$ cat src/rtl/spm_product_collector_pkg.sv
// Shared definitions for the SPM product collector: state encoding and default width.
// No logic; used only for types and constants.
// No flow control.
package spm_product_collector_pkg;

    // Default SPM operand width; the product is twice this wide.
    localparam int SPM_WIDTH = 32;
    localparam int SPM_PW    = 2 * SPM_WIDTH;

    // Collector states: waiting for start, shifting beats in, holding a finished product.
    typedef enum logic [1:0] {
        S_IDLE    = 2'd0,
        S_COLLECT = 2'd1,
        S_DONE    = 2'd2
    } spm_state_e;

endpackage

$ cat src/rtl/spm_product_collector.sv
// Collects the LSB-first serial SPM product into a parallel register and offers it via valid/ready.
// Latency: prod_valid rises one cycle after the PW-th accepted beat.
// Backpressure: product held in DONE until prod_ready; beats arriving outside COLLECT are dropped and flagged.
module spm_product_collector
    import spm_product_collector_pkg::*;
#(
    parameter int WIDTH = SPM_WIDTH
) (
    input  logic                 clk,
    input  logic                 rst_n,
    input  logic                 start,
    input  logic                 bit_in,
    input  logic                 bit_valid,
    output logic [2*WIDTH-1:0]   prod_out,
    output logic                 prod_valid,
    input  logic                 prod_ready,
    output logic                 busy,
    output logic                 overrun
);

    localparam int PW    = 2 * WIDTH;
    localparam int CNT_W = $clog2(PW);

    localparam logic [CNT_W-1:0] LAST_BEAT = CNT_W'(PW - 1);

    spm_state_e        state_q, state_d;
    logic [PW-1:0]     shreg_q, shreg_d;
    logic [CNT_W-1:0]  cnt_q,   cnt_d;
    logic [PW-1:0]     prod_q,  prod_d;
    logic              overrun_q, overrun_d;

    // A start in DONE only counts when the held product is being taken the same cycle.
    logic              start_acc;
    logic [PW-1:0]     shreg_shift;

    assign start_acc   = start && ((state_q != S_DONE) || prod_ready);
    assign shreg_shift = {bit_in, shreg_q[PW-1:1]};

    // Next-state for FSM, shift register, beat counter, product register and overrun flag.
    always_comb begin
        state_d   = state_q;
        shreg_d   = shreg_q;
        cnt_d     = cnt_q;
        prod_d    = prod_q;
        overrun_d = overrun_q;

        if (start_acc) begin
            // Any accepted start (re)arms collection from a clean slate, including abort mid-product.
            state_d   = S_COLLECT;
            shreg_d   = '0;
            cnt_d     = '0;
            overrun_d = 1'b0;
        end else begin
            case (state_q)
                S_IDLE: begin
                    if (bit_valid) begin
                        overrun_d = 1'b1;
                    end
                end
                S_COLLECT: begin
                    if (bit_valid) begin
                        shreg_d = shreg_shift;
                        cnt_d   = cnt_q + CNT_W'(1);
                        if (cnt_q == LAST_BEAT) begin
                            prod_d  = shreg_shift;
                            cnt_d   = '0;
                            state_d = S_DONE;
                        end
                    end
                end
                S_DONE: begin
                    if (prod_ready) begin
                        state_d = S_IDLE;
                    end
                    // Beats here are never merged into the held product.
                    if (bit_valid) begin
                        overrun_d = 1'b1;
                    end
                end
                default: begin
                    state_d = S_IDLE;
                end
            endcase
        end
    end

    // FSM state register.
    always_ff @(posedge clk or negedge rst_n) begin
        if (!rst_n) begin
            state_q <= S_IDLE;
        end else begin
            state_q <= state_d;
        end
    end

    // Shift register and beat counter.
    always_ff @(posedge clk or negedge rst_n) begin
        if (!rst_n) begin
            shreg_q <= '0;
            cnt_q   <= '0;
        end else begin
            shreg_q <= shreg_d;
            cnt_q   <= cnt_d;
        end
    end

    // Completed product and sticky overrun flag.
    always_ff @(posedge clk or negedge rst_n) begin
        if (!rst_n) begin
            prod_q    <= '0;
            overrun_q <= 1'b0;
        end else begin
            prod_q    <= prod_d;
            overrun_q <= overrun_d;
        end
    end

    assign prod_out   = prod_q;
    assign prod_valid = (state_q == S_DONE);
    assign busy       = (state_q == S_COLLECT);
    assign overrun    = overrun_q;

endmodule

$ cat config.mk
export PLATFORM = sky130hd
export DESIGN_NAME = spm_product_collector
export DESIGN_NICKNAME = d
export VERILOG_FILES = /design/src/rtl/spm_product_collector_pkg.sv /design/src/rtl/spm_product_collector.sv
export SDC_FILE = /design/constraint.sdc
export NUM_CORES = 1
export LEC_CHECK = 0
export ABC_CLOCK_PERIOD_IN_PS = 6320
export CORE_MARGIN = 5
export CORE_UTILIZATION = 58
export DETAILED_ROUTE_END_ITERATION = 8
export GPL_TIMING_DRIVEN = 0
export PLACE_DENSITY = 0.84
export SETUP_SLACK_MARGIN = 0.15
export SYNTH_ARGS = -nofsm -noshare
export SYNTH_HDL_FRONTEND = slang
export SYNTH_SLANG_ARGS = --single-unit
$ cat constraint.sdc
create_clock -name clk -period 6.32 [get_ports clk]
set_clock_uncertainty 0.15 [all_clocks]
set_input_delay 0.632 -clock clk [delete_from_list [all_inputs] [get_ports clk]]
set_output_delay 0.632 -clock clk [all_outputs]
set_load 0.005 [all_outputs]
## Yosys cells after proc, flatten, opt, wreduce, memory -nomap -nowiden

Index checks and enable logic that the tools add are counted.

| storage, ports and cells | value |
|---|---|
| bits of input ports | 6 |
| word-level logic and storage cells | 41 |
| output and inout port bits | 67 |
| flip-flop bits (word level) | 137 |

| operators by class | value |
|---|---|
| equal/unequal tests | 8 |
| reduce and logical (&&, ||, !) cells | 11 |
| add/subtract/negate cells | 1 |
| bitwise operators | 1 |
| multiplexer cells | 15 |

Operators with widths:

| kind | count |
|---|---|
| $mux W64 | 3 |
| $mux W6 | 4 |
| $mux W2 | 4 |
| $reduce_and A4 Y1 | 2 |
| $add A6 B1 Y6 const B | 1 |
| $eq A6 B6 Y1 const B | 1 |
| $ne A3 B1 Y1 const B | 2 |
| $pmux W2 S3 | 1 |
| $reduce_bool A2 Y1 | 3 |
| $ne A2 B2 Y1 const B | 2 |
| $reduce_and A2 Y1 | 2 |
| $mux W1 | 3 |
| $ne A3 B2 Y1 const B | 1 |
| $eq A2 B1 Y1 const B | 1 |
| $eq A2 B2 Y1 const B | 1 |
| $logic_not A2 Y1 | 1 |
| $reduce_or A2 Y1 | 1 |
| $logic_and A1 B1 Y1 | 1 |
| $logic_or A1 B1 Y1 | 1 |
| $not A1 Y1 | 1 |

## Logic depth before layout (Yosys ltp)

| logic depth | value |
|---|---|
| depth after elaboration | 5 |
| gate-level depth with buffers | 7 |
| gate-level depth less buffers | 5 |

## Least setup slack after synthesis

Ideal clock, no wire load.

| timing | value |
|---|---|
| path kind | input -> register |
| from | input port prod_ready |
| to | register prod_q[14] (netlist: prod_out[14]) |
| required time | 6045 ps |
| path buffers | 2 |
| arrival | 2112 ps |
| setup slack | 3933 ps |
| setup time | 125 ps |
| stages on the path | 6 |
| cells stage by stage | or3b_4 -> and2_4 -> or3_4 -> buf_6 -> buf_6 -> mux2_4 |

| between the ends | value |
|---|---|
| word-level cells in the longest chain between the ends | 4 |

RTL lines:

| item | line | text |
|---|---|---|
| start: declaration | spm_product_collector.sv:16 | `input logic prod_ready,` |
| $logic_or A1 B1 Y1 | spm_product_collector.sv:36 | `assign start_acc = start && ((state_q != S_DONE) \|\| prod_ready);` |
| $logic_and A1 B1 Y1 | spm_product_collector.sv:36 |  |
| $not A1 Y1 (no source line) | n/a |  |
| $reduce_and A4 Y1 (no source line) | n/a |  |
| end signal: assignment | spm_product_collector.sv:113 | `prod_q <= prod_d;` |
| end: declaration | spm_product_collector.sv:29 | `logic [PW-1:0] prod_q, prod_d;` |

No other way between the ends.
A chain may end at the register's enable or synchronous reset.

## Worst setup path after layout

| timing | value |
|---|---|
| from | register state_q[0] |
| to | output port busy |

| between the ends | value |
|---|---|
| word-level cells in the longest chain between the ends | 1 |

RTL lines:

| item | line | text |
|---|---|---|
| start: declaration | spm_product_collector.sv:26 | `spm_state_e state_q, state_d;` |
| start signal: assignment | spm_product_collector.sv:92 | `state_q <= state_d;` |
| $eq A2 B1 Y1 | spm_product_collector.sv:120 | `assign busy = (state_q == S_COLLECT);` |
| end: declaration | spm_product_collector.sv:17 | `output logic busy,` |

No other way between the ends.

==> summary.txt <==
Global routing
  • Initial antenna violation count: 0
  • Vias in the first global route: 3268
  • GRT overflow: 0
  • Largest net degree at the start of global routing: 77
  • First-pass GRT wire length: 17200 µm
  • GRT Util Overall: 19.3%

Synth
  • Syn_nets: 331
  • Commonest cells in the netlist: dfrtp_1, a22o_1, mux2_4
  • Yosys top cell area share: 65.1%
  • Most common cell in the synthesized netlist: dfrtp_1
  • Number of synthesized register bits: 136
  • Seq/Total Area, Yosys: 65.1%
  • Area contributors post-synth: dfrtp_1, mux2_4, a22o_1, mux2_2, buf_6
  • Synth area leader: dfrtp_1
  • Cell Area, Synth: 5220 µm²
  • Yosys cell types: 27
  • FFs w/ async S/R, synth: 100%
  • Avg Cell Area, Syn: 16.1 µm²
  • Post-Synthesis Cells: 324
  • Post-synth EDFFs: 0
  • Warnings from Yosys: 0
  • Top FF cell, synth: dfrtp_1

Timing
  • Post-layout min period: 2.59 ns
  • Worst slew pin tran: 0.669 ns
  • Final period util: 41.0%
  • Fin. max-slew vios: 0
  • Final Hold Fails: 4
  • Final Setup Violations: 0
  • Worst hold slack: -0.00752 ns
  • Setup TNS: 0 ns
  • Fmax: 0.386 GHz
  • Max-slew headroom: 55.4%
  • RSZ-0062 raised after global routing: false

Detailed routing
  • Average routed wire per standard cell: 18.5 µm
  • Final WL: 9940 µm
  • Routed Antenna Nets: 0
  • Iteration count of the initial detailed-routing pass: 4
  • Residual DRC: 0
  • Via Count: 3070
  • Vias/cell: 5.72
  • 1st-iter DRT viols: 138

Job
  • Max-Cap Viols: 0

Status
  • Failing checks: hold timing
  • Outcome: finished with violations

Placement
  • Dpl cell area: 6110 µm²
  • Routability cong.: 0.768
  • IO Port Bufs: 72
  • Post-DP HPWL: 6440 µm

CTS
  • H-tree depth: 4
  • Root Buffer: clkbuf_8
  • Number of buffers created by CTS: 17
  • Clock net sink count: 136
  • Post-cts resize count: 0
  • Max Root-Sink Buffers: 2
  • Post-CTS Setup Bufs: 0
  • # hold bufs at CTS: 0
  • Worst skew pair latency: 0.50 ns
  • CTS tree: built
  • Clk slew on worst S/H paths: 0.06 ns

Cells and area
  • Design Area, Final: 6710 µm²
  • Fraction of layout cells with a size suffix above 1: 24.7%
  • ANT cells: 0
  • Layout Nets: 423
  • Synth-to-layout area growth: 28.4%

Setup path
  • FF-to-FF setup slack: 3.98 ns
  • Reg2reg end: prod_out[55]
  • Crit Path Class: reg2out
  • Required time worst endpoint: 5.54 ns
  • Crit end category: output pin
  • R2R Path Start: state_q[0]
  • R2R cell count: 6
  • Arrival time worst endpoint: 1.81 ns
  • Type of origin of the critical path: flop
  • CP max FO: 7

Pwr
  • Final Power: 1900 µW
  • Power Dens Cells: 283 nW/µm²
  • VDD IR max: 0.000204 V
  • Leak: 0.00334 µW

Floorplan
  • Die area: 11000 µm²
  • Die Ht: 105 µm
  • Core Area: 8760 µm²
  • Die width: 105 µm
  • FP Rows: 34
  • Initial Utilization: 59.6%
  • Top-level I/O count: 73

Min path
  • Min-Delay Path Class: in2async
-- layer usage --
layer | part of all wire (%) | vias up | track usage [%]
met5 | 0 | - | 0
met4 | 1.2 | 0 | 6.67
met3 | 3.5 | 15 | 4.38
li1 | - | 1388 | -
met2 | 50 | 72 | 30.4
met1 | 45 | 1595 | 26.8
-- cell type report --
type                            count  area, µm²
Buffer                             21        125
Multi-Input combinational cell    165       1690
Fill cell                         528       2050
Clock inverter                     12        165
Timing Repair Buffer               73        749
Inverter                            2       7.51
Tap cell                          108        135
Clock buffer                       20        435
Sequential cell                   136       3400
-- per-stage QoR --
stage / setup slack, ns / utilization [%] / hold slack, ns / std cells
2_1_floorplan: 3.93 / - / 0.186 / 324
6_report: 3.73 / 76.6 / -0.00752 / 537
3_5_place_dp: 3.39 / 69.7 / 0.343 / 505
3_3_place_gp: -0.498 / 69.4 / 0.334 / 504
5_1_grt: 3.64 / 76.6 / 0.0431 / 537
4_1_cts: 3.73 / 76.6 / 0.0151 / 537
-- power breakdown --
part / switching [µW] / leakage (µW) / internal (µW)
combinational: 31.8 / 0.00116 / 8.85
sequential: 1.46 / 0.00189 / 872
clock: 369 / 0.000283 / 618
total: 403 / 0.00334 / 1500
-- sequential cells by signal, indices dropped and copies added, names as in the netlist --
signal    cells
cnt_q         6
overrun       1
prod_out     64
shreg_q      63
state_q       2
-- placed cells by master (no fill, tap or decap), drive strengths merged, types with 4 or more instances in the layout --
| master | netlist | final |
|---|---|---|
| buf | 15 | 17 |
| inv | 2 | 6 |
| nand2 | 6 | 6 |
| a21oi | 4 | 4 |
| a22o | 63 | 63 |
| dfrtp | 136 | 136 |
| o21ai | 5 | 5 |
| nor2 | 4 | 4 |
| clkbuf | 6 | 26 |
| clkdlybuf4s50 | 0 | 71 |
| mux2 | 64 | 64 |
-- worst max path at each step --
stage	start	slack [ns]	cells past startpoint	end
after floorplan	prod_ready	3.93	6	prod_out[14]
after global placement	rst_n	-0.50	1	prod_out[48]
final	state_q[0]	3.73	2	busy
after global routing	state_q[0]	3.64	2	busy
after detailed placement	prod_ready	3.39	7	prod_out[55]
after CTS	state_q[0]	3.73	2	busy
-- critical path, stage by stage (launching register included) --
cell and delay (ns):
dfrtp_1 0.44, nor2b_1 0.30, clkdlybuf4s50_1 0.57
-- cells by family (layout without fill, tap and decap cells) --
family,Yosys count,in the layout,share of synthesized area (%)
buffers and inverters,23,128,2.54
AOI/OAI and AO/OA,75,75,11.9
DFF,136,136,65.1
muxes,64,64,17.3
and+or+nand+nor,23,23,2.52
xor gates and xnor gates,2,2,0.335
adders and majority gates,1,1,0.239
(Power assumes the default switching activity.)
